--- src/rtl/mips_multicycle_control_if.sv ---
// Control bus between the multi-cycle MIPS control FSM and the datapath.
// Latency: none, this is wiring only; the FSM drives the controls from its state register.
// Backpressure: mem_ready from memory stalls the FSM in FETCH/MEM_RD/MEM_WR.
interface mips_multicycle_control_if #(
  parameter int CNT_W = 16
);
  logic [5:0]       opcode;
  logic             mem_ready;
  logic             pc_write;
  logic             pc_write_cond;
  logic             i_or_d;
  logic             mem_read;
  logic             mem_write;
  logic             ir_write;
  logic             mem_to_reg;
  logic             reg_dst;
  logic             reg_write;
  logic             alu_src_a;
  logic [1:0]       alu_src_b;
  logic [1:0]       alu_op;
  logic [1:0]       pc_source;
  logic             illegal_op;
  logic [CNT_W-1:0] instr_count;

  // Control side: consumes opcode/mem_ready, drives datapath enables.
  modport master (
    input  opcode, mem_ready,
    output pc_write, pc_write_cond, i_or_d, mem_read, mem_write, ir_write,
           mem_to_reg, reg_dst, reg_write, alu_src_a, alu_src_b, alu_op,
           pc_source, illegal_op, instr_count
  );

  // Datapath side: the mirror image.
  modport slave (
    output opcode, mem_ready,
    input  pc_write, pc_write_cond, i_or_d, mem_read, mem_write, ir_write,
           mem_to_reg, reg_dst, reg_write, alu_src_a, alu_src_b, alu_op,
           pc_source, illegal_op, instr_count
  );
endinterface

--- src/rtl/mips_multicycle_control.sv ---
// Multi-cycle MIPS main control FSM: FETCH/DECODE/EXEC/MEM/WB sequencing and retire counter.
// Latency: Moore outputs from the state register; 3-5 cycles per instruction plus memory waits.
// Backpressure: mem_ready low holds FETCH/MEM_RD/MEM_WR with requests stable. MIPS_ADDI_EN enables addi.
module mips_multicycle_control #(
  parameter bit USE_MEM_READY = 1'b1,
  parameter int CNT_W         = 16
) (
  input logic                         clk,
  input logic                         rst_n,
  mips_multicycle_control_if.master   bus
);

  typedef enum logic [3:0] {
    S_FETCH    = 4'd0,
    S_DECODE   = 4'd1,
    S_MEM_ADDR = 4'd2,
    S_MEM_RD   = 4'd3,
    S_MEM_WB   = 4'd4,
    S_MEM_WR   = 4'd5,
    S_R_EXEC   = 4'd6,
    S_R_WB     = 4'd7,
    S_BRANCH   = 4'd8,
    S_JUMP     = 4'd9,
    S_ADDI_EX  = 4'd10,
    S_ADDI_WB  = 4'd11
  } state_t;

  typedef struct packed {
    logic       pc_write;
    logic       pc_write_cond;
    logic       i_or_d;
    logic       mem_read;
    logic       mem_write;
    logic       ir_write;
    logic       mem_to_reg;
    logic       reg_dst;
    logic       reg_write;
    logic       alu_src_a;
    logic [1:0] alu_src_b;
    logic [1:0] alu_op;
    logic [1:0] pc_source;
    logic       illegal_op;
  } ctl_t;

  localparam logic [5:0] OP_RTYPE = 6'h00;
  localparam logic [5:0] OP_J     = 6'h02;
  localparam logic [5:0] OP_BEQ   = 6'h04;
  localparam logic [5:0] OP_ADDI  = 6'h08;
  localparam logic [5:0] OP_LW    = 6'h23;
  localparam logic [5:0] OP_SW    = 6'h2B;

  state_t           state_q, state_d;
  logic [5:0]       opcode_q, opcode_d;
  logic [CNT_W-1:0] count_q, count_d;
  ctl_t             ctl_c, ctl_o;
  logic             rdy;
  logic             retire;

  // With USE_MEM_READY off, memory is assumed to complete every cycle.
  assign rdy = USE_MEM_READY ? bus.mem_ready : 1'b1;

  // Next-state, Moore output decode and retire detection.
  always_comb begin
    state_d  = state_q;
    opcode_d = opcode_q;
    ctl_c    = '0;
    retire   = 1'b0;
    case (state_q)
      S_FETCH: begin
        ctl_c.mem_read  = 1'b1;
        ctl_c.alu_src_b = 2'b01;
        if (rdy) begin
          ctl_c.ir_write = 1'b1;
          ctl_c.pc_write = 1'b1;
          state_d        = S_DECODE;
        end
      end
      S_DECODE: begin
        ctl_c.alu_src_b = 2'b11;
        // Latch the opcode so later IR changes cannot redirect this instruction.
        opcode_d = bus.opcode;
        case (bus.opcode)
          OP_RTYPE:     state_d = S_R_EXEC;
          OP_LW, OP_SW: state_d = S_MEM_ADDR;
          OP_BEQ:       state_d = S_BRANCH;
          OP_J:         state_d = S_JUMP;
`ifdef MIPS_ADDI_EN
          OP_ADDI:      state_d = S_ADDI_EX;
`endif
          default: begin
            ctl_c.illegal_op = 1'b1;
            state_d          = S_FETCH;
          end
        endcase
      end
      S_MEM_ADDR: begin
        ctl_c.alu_src_a = 1'b1;
        ctl_c.alu_src_b = 2'b10;
        state_d = (opcode_q == OP_SW) ? S_MEM_WR : S_MEM_RD;
      end
      S_MEM_RD: begin
        ctl_c.mem_read = 1'b1;
        ctl_c.i_or_d   = 1'b1;
        if (rdy) state_d = S_MEM_WB;
      end
      S_MEM_WB: begin
        ctl_c.reg_write  = 1'b1;
        ctl_c.mem_to_reg = 1'b1;
        retire  = 1'b1;
        state_d = S_FETCH;
      end
      S_MEM_WR: begin
        ctl_c.mem_write = 1'b1;
        ctl_c.i_or_d    = 1'b1;
        if (rdy) begin
          retire  = 1'b1;
          state_d = S_FETCH;
        end
      end
      S_R_EXEC: begin
        ctl_c.alu_src_a = 1'b1;
        ctl_c.alu_op    = 2'b10;
        state_d = S_R_WB;
      end
      S_R_WB: begin
        ctl_c.reg_write = 1'b1;
        ctl_c.reg_dst   = 1'b1;
        retire  = 1'b1;
        state_d = S_FETCH;
      end
      S_BRANCH: begin
        ctl_c.alu_src_a     = 1'b1;
        ctl_c.alu_op        = 2'b01;
        ctl_c.pc_write_cond = 1'b1;
        ctl_c.pc_source     = 2'b01;
        retire  = 1'b1;
        state_d = S_FETCH;
      end
      S_JUMP: begin
        ctl_c.pc_write  = 1'b1;
        ctl_c.pc_source = 2'b10;
        retire  = 1'b1;
        state_d = S_FETCH;
      end
`ifdef MIPS_ADDI_EN
      S_ADDI_EX: begin
        ctl_c.alu_src_a = 1'b1;
        ctl_c.alu_src_b = 2'b10;
        state_d = S_ADDI_WB;
      end
      S_ADDI_WB: begin
        ctl_c.reg_write = 1'b1;
        retire  = 1'b1;
        state_d = S_FETCH;
      end
`endif
      // Unused codes recover to FETCH with all controls low.
      default: state_d = S_FETCH;
    endcase
    count_d = retire ? count_q + CNT_W'(1) : count_q;
  end

  // State, captured opcode and retire counter; reset wins over any pending retire.
  always_ff @(posedge clk) begin
    if (!rst_n) begin
      state_q  <= S_FETCH;
      opcode_q <= '0;
      count_q  <= '0;
    end else begin
      state_q  <= state_d;
      opcode_q <= opcode_d;
      count_q  <= count_d;
    end
  end

  // While reset is held every output, including the counter, reads zero.
  assign ctl_o = rst_n ? ctl_c : '0;

  assign bus.pc_write      = ctl_o.pc_write;
  assign bus.pc_write_cond = ctl_o.pc_write_cond;
  assign bus.i_or_d        = ctl_o.i_or_d;
  assign bus.mem_read      = ctl_o.mem_read;
  assign bus.mem_write     = ctl_o.mem_write;
  assign bus.ir_write      = ctl_o.ir_write;
  assign bus.mem_to_reg    = ctl_o.mem_to_reg;
  assign bus.reg_dst       = ctl_o.reg_dst;
  assign bus.reg_write     = ctl_o.reg_write;
  assign bus.alu_src_a     = ctl_o.alu_src_a;
  assign bus.alu_src_b     = ctl_o.alu_src_b;
  assign bus.alu_op        = ctl_o.alu_op;
  assign bus.pc_source     = ctl_o.pc_source;
  assign bus.illegal_op    = ctl_o.illegal_op;
  assign bus.instr_count   = rst_n ? count_q : '0;

endmodule

--- src/flat_wrapper.sv ---
// flat-port wrapper written by rule: the top's interface ports become plain ports
module mips_multicycle_control_flat 
#(
  parameter bit USE_MEM_READY = 1'b1,
  parameter int CNT_W         = 16
)
  (clk, rst_n, bus_opcode, bus_mem_ready, bus_pc_write, bus_pc_write_cond, bus_i_or_d, bus_mem_read, bus_mem_write, bus_ir_write, bus_mem_to_reg, bus_reg_dst, bus_reg_write, bus_alu_src_a, bus_alu_src_b, bus_alu_op, bus_pc_source, bus_illegal_op, bus_instr_count);
  mips_multicycle_control_if #(.CNT_W(CNT_W)) bus_i ();
  input logic clk;
  input logic rst_n;
  input wire logic [$bits(bus_i.opcode)-1:0] bus_opcode;
  input wire logic [$bits(bus_i.mem_ready)-1:0] bus_mem_ready;
  output wire logic [$bits(bus_i.pc_write)-1:0] bus_pc_write;
  output wire logic [$bits(bus_i.pc_write_cond)-1:0] bus_pc_write_cond;
  output wire logic [$bits(bus_i.i_or_d)-1:0] bus_i_or_d;
  output wire logic [$bits(bus_i.mem_read)-1:0] bus_mem_read;
  output wire logic [$bits(bus_i.mem_write)-1:0] bus_mem_write;
  output wire logic [$bits(bus_i.ir_write)-1:0] bus_ir_write;
  output wire logic [$bits(bus_i.mem_to_reg)-1:0] bus_mem_to_reg;
  output wire logic [$bits(bus_i.reg_dst)-1:0] bus_reg_dst;
  output wire logic [$bits(bus_i.reg_write)-1:0] bus_reg_write;
  output wire logic [$bits(bus_i.alu_src_a)-1:0] bus_alu_src_a;
  output wire logic [$bits(bus_i.alu_src_b)-1:0] bus_alu_src_b;
  output wire logic [$bits(bus_i.alu_op)-1:0] bus_alu_op;
  output wire logic [$bits(bus_i.pc_source)-1:0] bus_pc_source;
  output wire logic [$bits(bus_i.illegal_op)-1:0] bus_illegal_op;
  output wire logic [$bits(bus_i.instr_count)-1:0] bus_instr_count;
  assign bus_i.opcode = bus_opcode;
  assign bus_i.mem_ready = bus_mem_ready;
  assign bus_pc_write = bus_i.pc_write;
  assign bus_pc_write_cond = bus_i.pc_write_cond;
  assign bus_i_or_d = bus_i.i_or_d;
  assign bus_mem_read = bus_i.mem_read;
  assign bus_mem_write = bus_i.mem_write;
  assign bus_ir_write = bus_i.ir_write;
  assign bus_mem_to_reg = bus_i.mem_to_reg;
  assign bus_reg_dst = bus_i.reg_dst;
  assign bus_reg_write = bus_i.reg_write;
  assign bus_alu_src_a = bus_i.alu_src_a;
  assign bus_alu_src_b = bus_i.alu_src_b;
  assign bus_alu_op = bus_i.alu_op;
  assign bus_pc_source = bus_i.pc_source;
  assign bus_illegal_op = bus_i.illegal_op;
  assign bus_instr_count = bus_i.instr_count;
  mips_multicycle_control #(.USE_MEM_READY(USE_MEM_READY), .CNT_W(CNT_W)) u_core (.clk(clk), .rst_n(rst_n), .bus(bus_i));
endmodule
--- config.mk ---
export PLATFORM = sky130hd
export DESIGN_NAME = mips_multicycle_control_flat
export DESIGN_NICKNAME = d
export VERILOG_FILES = /design/src/rtl/mips_multicycle_control_if.sv /design/src/rtl/mips_multicycle_control.sv /design/src/flat_wrapper.sv
export SDC_FILE = /design/constraint.sdc
export NUM_CORES = 1
export LEC_CHECK = 0
export CAP_MARGIN = 25
export CORE_AREA = 3 3 62 64
export CTS_CLUSTER_DIAMETER = 150
export CTS_CLUSTER_SIZE = 25
export DETAILED_ROUTE_END_ITERATION = 6
export DIE_AREA = 0 0 65 67
export PLACE_DENSITY = 0.76
export SLEW_MARGIN = 10
export SYNTH_ARGS = -nofsm -noshare
export SYNTH_HDL_FRONTEND = slang
export SYNTH_SLANG_ARGS = --single-unit
--- constraint.sdc ---
create_clock -name clk -period 2.3 [get_ports clk]
set_input_delay 0.46 -clock clk [delete_from_list [all_inputs] [get_ports clk]]
set_output_delay 0.46 -clock clk [all_outputs]
set_load 0.01 [all_outputs]
Word-level counts from Yosys, hierarchy flattened
Index checks and enable logic that the tools add are counted.
{"block": "classes", "n_mux": 25, "n_div": 0, "n_lt_le_gt_ge": 0, "multipliers": 0, "addsub": 1, "reduce_logical": 10, "shifts": 0, "n_eq_ne": 17, "bitwise_logic": 0}
{"cell": "4-bit one-hot mux with 6 select lines", "n": 1}
{"cell": "6-bit == test (second input constant)", "n": 3}
{"cell": "17-bit 2-to-1 mux", "n": 1}
{"cell": "16-bit by 1-bit adder with 16-bit output (second input constant)", "n": 1}
{"cell": "4-bit by 3-bit == test with 1-bit output (second input constant)", "n": 4}
{"cell": "16-bit 2-to-1 mux", "n": 1}
{"cell": "4-bit one-hot mux with 4 select lines", "n": 1}
{"cell": "1-bit 2-to-1 mux", "n": 12}
{"cell": "4-bit 2-to-1 mux", "n": 3}
{"cell": "4-bit by 2-bit == test with 1-bit output (second input constant)", "n": 2}
{"cell": "4-bit == test (second input constant)", "n": 2}
{"cell": "2-bit one-hot mux with 2 select lines", "n": 2}
{"cell": "2-bit OR reduction", "n": 4}
{"cell": "6-bit by 2-bit == test with 1-bit output (second input constant)", "n": 1}
{"cell": "6-bit by 3-bit == test with 1-bit output (second input constant)", "n": 1}
{"cell": "6-bit zero test", "n": 1}
{"cell": "2-bit inequality test (second input constant)", "n": 3}
{"cell": "2-bit one-hot mux with 3 select lines", "n": 1}
{"cell": "5-bit OR reduction", "n": 1}
{"cell": "4-bit by 1-bit == test with 1-bit output (second input constant)", "n": 1}
{"cell": "4-bit zero test", "n": 1}
{"cell": "1-bit one-hot mux with 2 select lines", "n": 2}
{"cell": "4-bit OR reduction", "n": 1}
{"cell": "3-bit 2-to-1 mux", "n": 1}
{"cell": "2 further kinds", "n": 2}
{"block": "word_totals", "wordCells": 56, "latch_bits": 0, "rom_bits": 0, "ramBits": 0, "mem_count": 0, "reg_bits": 26, "out_inout_bits": 33}

Logic depth before layout (Yosys ltp)
Gate-level depths: netlist of the first run.
{"block": "depth", "word_depth": 5, "mapped_depth": 6}

Least setup slack after synthesis of the first run
OpenSTA, ideal clock, no wires.
{"block": "synth_timing", "path_kind": "register to output", "from": "register u_core.state_q[0]", "to": "output bus_illegal_op", "arrival_time_ns": 1.590, "stages_incl_launch_ff": 5, "required_ns": 1.840, "n_path_buf": 1, "path_slack_ns": 0.250, "cell_sequence": "dfxtp_1 clkbuf_1 nor2b_1 nand2_1 a2111oi_0"}
{"block": "synth_via", "elab_chain_cells": 3}
{"element": "start, declared", "line": "mips_multicycle_control.sv:52", "text": "state_t state_q, state_d;"}
{"element": "start signal, assigned", "line": "mips_multicycle_control.sv:170", "text": "state_q <= state_d;"}
{"element": "4-bit by 1-bit == test with 1-bit output", "line": "mips_multicycle_control.sv:68", "text": "case (state_q)"}
{"element": "1-bit 2-to-1 mux", "line": "mips_multicycle_control.sv:68"}
{"element": "17-bit 2-to-1 mux", "line": "mips_multicycle_control.sv:177", "text": "assign ctl_o = rst_n ? ctl_c : '0;"}
{"element": "end, declared", "line": "flat_wrapper.sv:26", "text": "output wire logic [$bits(bus_i.illegal_op)-1:0] bus_illegal_op;"}
Every way passes these cells.

Final worst setup path of the first run
{"block": "layout_timing", "from": "register u_core.state_q[1]", "to": "output bus_pc_write"}
{"block": "layout_via", "elab_chain_cells": 3, "elab_cells_between_ends": 4}
{"element": "4-bit == test or 4-bit zero test (tied branches)", "line": "mips_multicycle_control.sv:68"}
{"element": "1-bit one-hot mux with 2 select lines *", "line": "mips_multicycle_control.sv:68"}
{"element": "17-bit 2-to-1 mux *", "line": "mips_multicycle_control.sv:177"}
{"element": "end, declared", "line": "flat_wrapper.sv:13", "text": "output wire logic [$bits(bus_i.pc_write)-1:0] bus_pc_write;"}
Every way passes the cells marked *; elsewhere a longest branch is shown, timed or not.

==> summary.txt, run 1 <==
Setup path
  – R2R depth: 6
  – Crit Path Max Fanout: 8
  – CP startpoint kind: flip-flop
  – R2R Path Start: u_core.state_q[0]$_SDFFE_PN0P_
  – Reg2reg end: u_core.count_q[1]$_SDFFE_PN0P_
  – CP endpoint kind: primary output
  – Critical path arrival: 1.75 ns
  – R2r setup slk: 0.47 ns
  – Critical path data required time: 1.84 ns
  – Worst Path Class, Setup: flip-flop to primary output

Global routing
  – Largest net degree at the start of global routing: 24
  – Grt total ovfl: 0
  – Number of global-route vias before repair: 1383
  – GRT Overall Usage: 17.4%
  – Initial antenna violation count: 0
  – First-pass GRT wire length: 6130 um

Place
  – I/O Buffers: 41
  – Gpl congestion: 0.909
  – HPWL after DPL: 2880 um

Clock network
  – H-tree Lvls: 1
  – Total CTS buffers: 3
  – Post-CTS setup buffers: 0
  – Clk_lat worst skew: 0.32 ns
  – CTS Buffer Depth: 2
  – CTS Sinks: 26
  – Clock Root Buffer: clkbuf_4
  – Post-CTS Hold Buffers: 0
  – TritonCTS clock tree: done
  – Clock Pin Slew Worst Setup and Hold Paths: 0.13 ns

Die
  – # IOs: 42
  – Initial core utilization: 46.8%
  – DIE AREA: 0.00436 sq mm
  – Vert. Die Dim: 67 um
  – Chip width: 65 um
  – Std-Cell Rows: 21
  – Core area: 0.00334 sq mm

Synth
  – Mapped Nets: 208
  – Synth Cell Area: 0.00156 sq mm
  – Syn. warnings: 0
  – Mux contribution to synthesized area: 4.25%
  – Main combinational cell family by area after synthesis: simple AND/OR/NAND/NOR gates
  – XOR/XNOR Fraction of Synth Area: 2.24%
  – Number of flops mapped to enable cells by yosys: 0
  – Post-synthesis cell count: 198
  – Asr flop ratio synth: 0%
  – Post-synthesis sequential area ratio: 33.3%
  – Synth Area in Adders: 0.801%
  – Prevailing post-synth register cell: dfxtp_1
  – Complex-gate fraction of the synthesized area: 15.1%
  – Number of synthesized register bits: 26
  – Synth Area in Simple Gates: 39.9%
  – Average size of a mapped cell: 7.89 sq um
  – Distinct cells, synth: 43

STA
  – Final Hold Fails: 0
  – Crit share post-route: 96.1%
  – Hold Slack: 0.464 ns
  – Fmax: 452 MHz
  – Max_slew headroom: 76.0%
  – RSZ-0062 raised after global routing: no
  – Final slew viol count: 0
  – Final clock skew: 0.000698 ns
  – Final Setup Violations: 0
  – Actual slew at the worst max-slew pin: 0.355 ns
  – Minimum clock period: 2.21 ns

Job
  – Max cap viols: 0

Detailed routing
  – Wirelength per Cell: 12.3 um
  – Post-Route WL: 3720 um
  – Pre-antenna DRT Iters: 4
  – Via count: 1590
  – Average via count per standard cell: 5.28
  – First DRT Iteration DRCs: 52
  – DRC: 0
  – Antenna viol nets, final: 0

Hold path
  – Hold Crit Start: u_core.opcode_q[0]$_SDFFE_PN0P_
  – Worst hold path type: flip-flop to flip-flop
  – Worst hold path endpoint: u_core.opcode_q[0]$_SDFFE_PN0P_
  – Worst Hold Depth: 2

Cells and area
  – Leading cell type in the layout, fill and taps excluded: clkdlybuf4s50_1
  – Post-layout util: 66.0%
  – Final nets: 267
  – Synth-to-layout area growth: 40.9%
  – Layout cells sized above 1: 18.0%
  – Ant diodes: 0
  – Most frequent cells in the layout: clkdlybuf4s50_1, nand2_1, buf_4

Power and ir drop
  – VDD IR max: 0.314 mV
  – Leak Pwr: 0.921 nW
  – P per Cell Area: 351 mW/mm^2

Run status
  – Status: finished clean
[registers in the layout, indices dropped and copies added, names as in the netlist]
name and cells:
u_core.state_q 4, u_core.opcode_q 6, u_core.count_q 16
[timing repair]
action                                  in CTS  in global routing
endpoints found under the setup margin      32                  7
gates cloned                                 0                  0
endpoints found under the hold margin        0                  0
gates resized for setup                     17                  8
pin swaps                                    0                  1
[per-layer routing]
layer  vias up  part of all wire, %  track usage [%]
met2        34                   44             28.1
li1        818                    -                -
met4         0                  1.2             5.01
met3         4                  4.1             3.20
met5         -                    0                0
met1       734                   51             23.6
[power by group]
part | total, mW | internal (mW) | switching, mW
sequential | 0.463 | 0.458 | 0.00455
clock | 0.190 | 0.0614 | 0.129
combinational | 0.118 | 0.0607 | 0.0576
total | 0.772 | 0.581 | 0.191
[worst max-delay path by stage]
stage                                               from             end  depth (start not counted)
final                     u_core.state_q[1]$_SDFFE_PN0P_    bus_pc_write                          5
after global routing                       bus_opcode[1]  bus_illegal_op                          5
after CTS                                  bus_opcode[1]  bus_illegal_op                          5
after detailed placement                   bus_opcode[1]  bus_illegal_op                          5
after global placement                     bus_opcode[1]  bus_illegal_op                          5
after floorplan           u_core.state_q[0]$_SDFFE_PN0P_  bus_illegal_op                          4
[layout make-up]
| cell class | instances | area, sq um |
|---|---|---|
| multi-input cells | 158 | 985 |
| fillers | 322 | 1140 |
| flip-flops and latches | 26 | 526 |
| clock buffers | 3 | 22.5 |
| inverters | 3 | 11.3 |
| repair buffers | 65 | 599 |
| well taps | 46 | 57.6 |
[critical path, stage by stage (launching register included)]
cell	delay, ns
dfxtp_2	0.37
buf_4	0.15
and2b_2	0.26
and3_1	0.18
or2_1	0.20
dlygate4sd2_1	0.28
[synth_stat cells, drive strengths merged (3+ instances only)]
cell type / instances / area, sq um
a21oi: 18 / 90.1
and2: 17 / 106
and3: 6 / 37.5
buf: 5 / 35.0
clkbuf: 6 / 22.5
dfxtp: 26 / 521
inv: 3 / 11.3
mux2: 4 / 56.3
nand2: 24 / 90.1
nand2b: 4 / 25.0
nand3: 7 / 35.0
nand4: 3 / 18.8
nor2: 13 / 48.8
nor2b: 4 / 25.0
nor3: 7 / 50.1
o21ai: 11 / 55.1
o31ai: 5 / 37.5
or2: 3 / 18.8
or3: 6 / 37.5
or4: 5 / 37.5
xor2: 3 / 26.3
[kinds of logic (layout without fill, tap and decap cells)]
logic type	count (synthesis)	in the layout
AOI/OAI and AO/OA	38	38
and+or+nand+nor	110	110
DFF	26	26
adders and majority gates	1	1
buffers and inverters	14	71
xor gates and xnor gates	4	4
muxes	5	5
[through the flow]
stage | TNS [ns] | setup slack, ns | instance area [sq um] | instances | power [mW]
floorplan | 0 | 0.250 | 1560 | 198 | 0.527
global placement | -3.18 | -0.366 | 2160 | 298 | 0.592
detailed placement | -3.83 | -0.453 | 2160 | 298 | 0.594
CTS | -0.0676 | -0.0676 | 2190 | 301 | 0.779
global route | 0 | 0.00460 | 2200 | 301 | 0.809
finish | 0 | 0.0890 | 2200 | 301 | 0.772
Note: power is estimated with default switching activity, not from simulation.
==> run 2: changes to the inputs <==
SLEW_MARGIN = 15   (was 10)
clock period = 2.5 ns   (was 2.3 ns; I/O delays follow)
==> run 2 against run 1 <==
Critical path depth stayed put. Global-route usage up 0.83 points. Die area did not move. Cell area grew 1.0%. Power up 7.5%. Sequential power fell by 8.2%. Combinational power about the same. Clock skew grew 0.013 ns. First-iteration DRC count unchanged. Largest power group unchanged.
==> summary.txt, run 2 (synthesis gave the netlist of run 1 again) <==
Global routing
  – Initial antenna violation count: 0 (unchanged)
  – Grt total ovfl: 0 (unchanged)
  – Largest net degree at the start of global routing: 17 (-29%)
  – First-pass GRT wire length: 6310 um (+2.9%)
  – GRT Overall Usage: 18.3% (+0.83 points)
  – Number of global-route vias before repair: 1466 (+6.0%)

Setup path
  – Critical path data required time: 2.00 ns (+0.16 ns)
  – CP endpoint kind: primary output
  – Critical path arrival: 1.89 ns (+0.14 ns)
  – Worst Path Class, Setup: input pin to primary output
  – CP startpoint kind: input pin
  – Crit Path Max Fanout: 5 (-3)

Clock network
  – CTS Sinks: 26 (unchanged)
  – Clk_lat worst skew: 0.33 ns (about the same)
  – Post-CTS setup buffers: 0 (unchanged)
  – Post-CTS Hold Buffers: 0 (unchanged)
  – TritonCTS clock tree: done
  – CTS Buffer Depth: 2 (unchanged)
  – Clock Root Buffer: clkbuf_4
  – H-tree Lvls: 1 (unchanged)
  – Total CTS buffers: 3 (unchanged)
  – Clock Pin Slew Worst Setup and Hold Paths: 0.13 ns (about the same)

Detailed routing
  – Pre-antenna DRT Iters: 4 (unchanged)
  – DRC: 0 (unchanged)
  – Via count: 1601 (+0.69%)
  – Post-Route WL: 3880 um (+4.5%)
  – Antenna viol nets, final: 0 (unchanged)
  – Average via count per standard cell: 5.30 (+0.36%)
  – Wirelength per Cell: 12.9 um (+4.1%)
  – First DRT Iteration DRCs: 52 (unchanged)

Die
  – # IOs: 42 (unchanged)
  – DIE AREA: 0.00436 sq mm (unchanged)
  – Chip width: 65 um (unchanged)
  – Initial core utilization: 46.8% (unchanged)
  – Core area: 0.00334 sq mm (unchanged)
  – Vert. Die Dim: 67 um (unchanged)
  – Std-Cell Rows: 21 (unchanged)

Hold path
  – Worst hold path type: flip-flop to flip-flop

Cells and area
  – Finished Cell Area: 0.00222 sq mm (+1.0%)
  – Final nets: 267 (unchanged)
  – Post-layout util: 66.6% (+0.67 points)
  – Max reg flops: 16 (unchanged)
  – Largest Register: u_core.count_q
  – Most frequent cells in the layout: clkdlybuf4s50_1, dfxtp_1, nand2_1, buf_4, a21oi_1
  – Ant diodes: 0 (unchanged)
  – Synth-to-layout area growth: 42.4%
  – Layout cells sized above 1: 16.8% (-1.2 points)
  – Leading cell type in the layout, fill and taps excluded: clkdlybuf4s50_1
  – Biggest regs: u_core.count_q x16, u_core.opcode_q x6, u_core.state_q x4

STA
  – Fmax: 419 MHz
  – Final Setup Violations: 0 (unchanged)
  – Final Hold Fails: 0 (unchanged)
  – Max_slew headroom: 74.6% (-1.4 points)
  – RSZ-0062 raised after global routing: no
  – Final slew viol count: 0 (unchanged)
  – Hold Slack: 0.468 ns (+0.00429 ns)
  – Minimum clock period: 2.39 ns
  – Crit share post-route: 95.5%
  – Setup total negative slack: 0 ns (unchanged)
  – Final clock skew: 0.0134 ns (+0.0127 ns)
  – Actual slew at the worst max-slew pin: 0.377 ns (+0.0223 ns)

Place
  – Placed cell area: 0.00215 sq mm (-0.58%)
  – Gpl congestion: 0.861 (-5.3%)
  – HPWL after DPL: 2960 um (+2.8%)
  – I/O Buffers: 41 (unchanged)

Power and ir drop
  – VDD IR max: 0.328 mV (+4.3%)
  – Leak Pwr: 0.877 nW (-4.8%)
  – P per Cell Area: 373 mW/mm^2 (+6.4%)

Run status
  – Status: finished clean

Job
  – Max cap viols: 0 (unchanged)
run 2: cell count changes in the layout (fill, tap and decap cells not counted), moves of 2 or more:
cell	delta
clkdlybuf4s50_1	+7
dfxtp_1	+3
dfxtp_2	-3
dlygate4sd2_1	-5
dlymetal6s2s_1	-2
nor2_1	+2
nor2_2	-2
run 2: final cells by class:
type                    instances  area, sq um
fillers                       320         1110
multi-input cells             158          992
repair buffers                 65          588
flip-flops and latches         26          522
well taps                      46         57.6
clock inverters                 1         30.0
clock buffers                   3         22.5
inverters                       3         11.3
run 2: final timing paths:
check | start | endpoint | slack (ns) | depth (start not counted)
hold reg to reg | u_core.opcode_q[0]$_SDFFE_PN0P_ | u_core.opcode_q[0]$_SDFFE_PN0P_ | 0.47 | 2
setup / recovery | rst_n | bus_alu_src_b[1] | 0.11 | 5
hold / removal | u_core.opcode_q[0]$_SDFFE_PN0P_ | u_core.opcode_q[0]$_SDFFE_PN0P_ | 0.47 | 2
setup reg to reg | u_core.state_q[0]$_SDFFE_PN0P_ | u_core.count_q[6]$_SDFFE_PN0P_ | 0.63 | 6
run 2: power by group:
group	total [mW]	switching, mW	internal (mW)
sequential	0.425	0.00363	0.422
combinational	0.116	0.0572	0.0589
clock	0.288	0.126	0.162
total	0.830	0.187	0.643
run 2: critical path, stage by stage:
cell and delay [ns]:
dlygate4sd2_1 0.31, inv_2 0.11, nor2_1 0.23, and3_1 0.19, clkdlybuf4s50_1 0.54
run 2: through the flow:
stage / worst slack [ns] / std cells / total power, mW
after global routing: 0.0162 / 302 / 0.867
after detailed placement: -0.262 / 298 / 0.548
after global placement: -0.218 / 298 / 0.547
after CTS: 0.0221 / 302 / 0.837
final: 0.113 / 302 / 0.830
after floorplan: 0.410 / 198 / 0.485
run 2: metal layers:
metal  wire [um]  vias to the layer above  global-route usage (%)
met2        1770                       36                    31.0
met3         150                        5                    3.04
met5           0                        -                       0
met1        1910                      740                    23.5
li1            -                      820                       -
met4          49                        0                    5.54
run 2: timing repair:
item | 4_1_cts | 5_1_grt
resized for setup | 6 | 7
setup endpoints to repair | 14 | 3
pin swaps | 0 | 2
==> run 3: changes to the inputs <==
CORE_AREA = 3 3 60 62   (was 3 3 62 64)
DIE_AREA = 0 0 63 65   (was 0 0 65 67)
DONT_BUFFER_PORTS = 1   (was not set)
GPL_ROUTABILITY_DRIVEN = 0   (was not set)
PLACE_DENSITY = not set   (was 0.76)
==> run 3 against run 2 <==
Via count down 15%. Sequential power rose by 0.9%. Non-clock buffer count is 62 lower. Utilization is 14 points lower. Critical path depth is 1 lower. Die area fell by 6.0%. Cell area shrank 27%. Worst setup slack improved by 0.16 ns. Count of clock-buffer cells in the layout rose by 1.
==> summary.txt, run 3 (synthesis gave the netlist of run 1 again) <==
Cells and area
  – Finished Cell Area: 0.00163 sq mm (-27%)
  – Max reg flops: 16 (unchanged)
  – Ant diodes: 0 (unchanged)
  – Fill cells: 307 (-4.1%)
  – Finished Layout Cells: 238 (-21%)
  – Post-layout util: 52.8% (-14 points)
  – Leading cell type in the layout, fill and taps excluded: nand2_1
  – Synth-to-layout area growth: 4.09%
  – Biggest regs: u_core.count_q x16, u_core.opcode_q x6, u_core.state_q x4
  – Largest Register: u_core.count_q
  – Most frequent cells in the layout: nand2_1, dfxtp_1, a21oi_1
  – Final nets: 205 (-23%)
  – Layout cells sized above 1: 10.3% (-6.5 points)

Global routing
  – GRT Overall Usage: 18.1% (-0.15 points)
  – First-pass GRT wire length: 6020 um (-4.5%)
  – Grt total ovfl: 0 (unchanged)
  – Initial antenna violation count: 0 (unchanged)
  – Number of global-route vias before repair: 1289 (-12%)
  – Largest net degree at the start of global routing: 27 (+10)

Die
  – Core area: 0.00308 sq mm (-7.8%)
  – DIE AREA: 0.00410 sq mm (-6.0%)
  – # IOs: 42 (unchanged)
  – Initial core utilization: 50.7% (+3.9 points)
  – Chip width: 63 um (-3.1%)
  – Std-Cell Rows: 20 (-4.8%)
  – Vert. Die Dim: 65 um (-3.0%)

Hold path
  – Worst hold path type: input pin to flip-flop

Setup path
  – Crit Path Max Fanout: 12 (+7)
  – CP max stage delay: 0.45 ns (-0.09 ns)
  – Worst Path Class, Setup: flip-flop to primary output
  – CP endpoint kind: primary output
  – Critical path data required time: 2.00 ns (about the same)
  – Critical path arrival: 1.73 ns (-0.16 ns)
  – CP max stage cell: dfxtp_2
  – CP startpoint kind: flip-flop
  – CP Cell Sequence: nor2b_2 -> nand2_1 -> a2111oi_1 -> buf_4

Detailed routing
  – Antenna viol nets, final: 0 (unchanged)
  – Wirelength per Cell: 14.9 um (+16%)
  – Post-Route WL: 3540 um (-8.8%)
  – Via count: 1362 (-15%)
  – Pre-antenna DRT Iters: 4 (unchanged)
  – First DRT Iteration DRCs: 115 (+120%)
  – DRC: 0 (unchanged)
  – Average via count per standard cell: 5.72 (+7.9%)

Place
  – HPWL after DPL: 2510 um (-15%)
  – I/O Buffers: 0 (-100%)
  – Placed cell area: 0.00158 sq mm (-27%)
  – Cells after DPL: 234 (-21%)
  – Place WS: 0.401 ns (+0.663 ns)

Clock network
  – Total CTS buffers: 3 (unchanged)
  – TritonCTS clock tree: done
  – Clk_lat worst skew: 0.33 ns (about the same)
  – CTS Buffer Depth: 2 (unchanged)
  – H-tree Lvls: 1 (unchanged)
  – Clock Root Buffer: clkbuf_4
  – Post-CTS Hold Buffers: 0 (unchanged)
  – CTS Sinks: 26 (unchanged)
  – Clock Pin Slew Worst Setup and Hold Paths: 0.14 ns (about the same)

Run status
  – Status: finished clean

STA
  – Setup total negative slack: 0 ns (unchanged)
  – Max_slew headroom: 59.8% (-15 points)
  – Final clock skew: 0.00204 ns (-0.0114 ns)
  – Final Hold Fails: 0 (unchanged)
  – Fmax: 449 MHz (+7.2%)
  – Crit share post-route: 89.0% (-6.5 points)
  – Setup ws final: 0.274 ns (+0.161 ns)
  – Final slew viol count: 0 (unchanged)
  – Actual slew at the worst max-slew pin: 0.604 ns (+0.226 ns)
  – Final Setup Violations: 0 (unchanged)
  – Minimum clock period: 2.23 ns (-0.161 ns)
  – Hold Slack: 0.283 ns (-0.185 ns)
  – RSZ-0062 raised after global routing: no

Power and ir drop
  – VDD IR max: 0.268 mV (-18%)
  – Pwr Total: 0.703 mW (-15%)
  – Leak Pwr: 0.573 nW (-35%)
  – P per Cell Area: 433 mW/mm^2 (+16%)

Job
  – Max cap viols: 0 (unchanged)
-- run 3: area by class of cell --
cell class | instances | area [sq um] | share of cell area, %
clock buffer | 4 | 36.3 | 2.23
inverter | 3 | 11.3 | 0.693
multi-input combinational | 158 | 976 | 60.0
sequential | 26 | 524 | 32.3
tap | 44 | 55.1 | 3.39
timing repair buffer | 3 | 22.5 | 1.39
-- run 3: metal layers --
metal | track usage, % | up-vias | wire, um
met5 | 0 | - | 0
met4 | 6.61 | 0 | 35
met3 | 4.16 | 4 | 244
met2 | 27.4 | 42 | 1540
met1 | 25.0 | 619 | 1720
li1 | - | 697 | -
-- run 3: worst max-delay path, delay by kind of cell (launching register included) --
kind / cells / cell delay (ns)
simple gates: 2 / 0.40
buf+inv: 1 / 0.19
compound gates: 1 / 0.36
flops: 1 / 0.45
-- run 3: final timing paths --
path | cells past startpoint | end | slack (ns) | startpoint
worst max-delay path | 4 | bus_illegal_op | 0.27 | u_core.state_q[0]$_SDFFE_PN0P_
worst min-delay path | 2 | u_core.opcode_q[0]$_SDFFE_PN0P_ | 0.28 | bus_opcode[0]
worst max register to register | 5 | u_core.count_q[1]$_SDFFE_PN0P_ | 0.48 | u_core.state_q[0]$_SDFFE_PN0P_
worst min register to register | 2 | u_core.opcode_q[1]$_SDFFE_PN0P_ | 0.47 | u_core.opcode_q[1]$_SDFFE_PN0P_
-- run 3: what timing repair did --
| action | CTS | global route |
|---|---|---|
| endpoints found under the hold margin | 0 | 0 |
| buffers inserted | 0 | 0 |
| gates resized for setup | 0 | 5 |
| endpoints found under the setup margin | 0 | 2 |
-- run 3: power by group --
part	switching (mW)	internal [mW]	total [mW]
logic	0.0339	0.0205	0.0544
clock network	0.130	0.0893	0.220
registers	0.00706	0.422	0.429
total	0.171	0.532	0.703
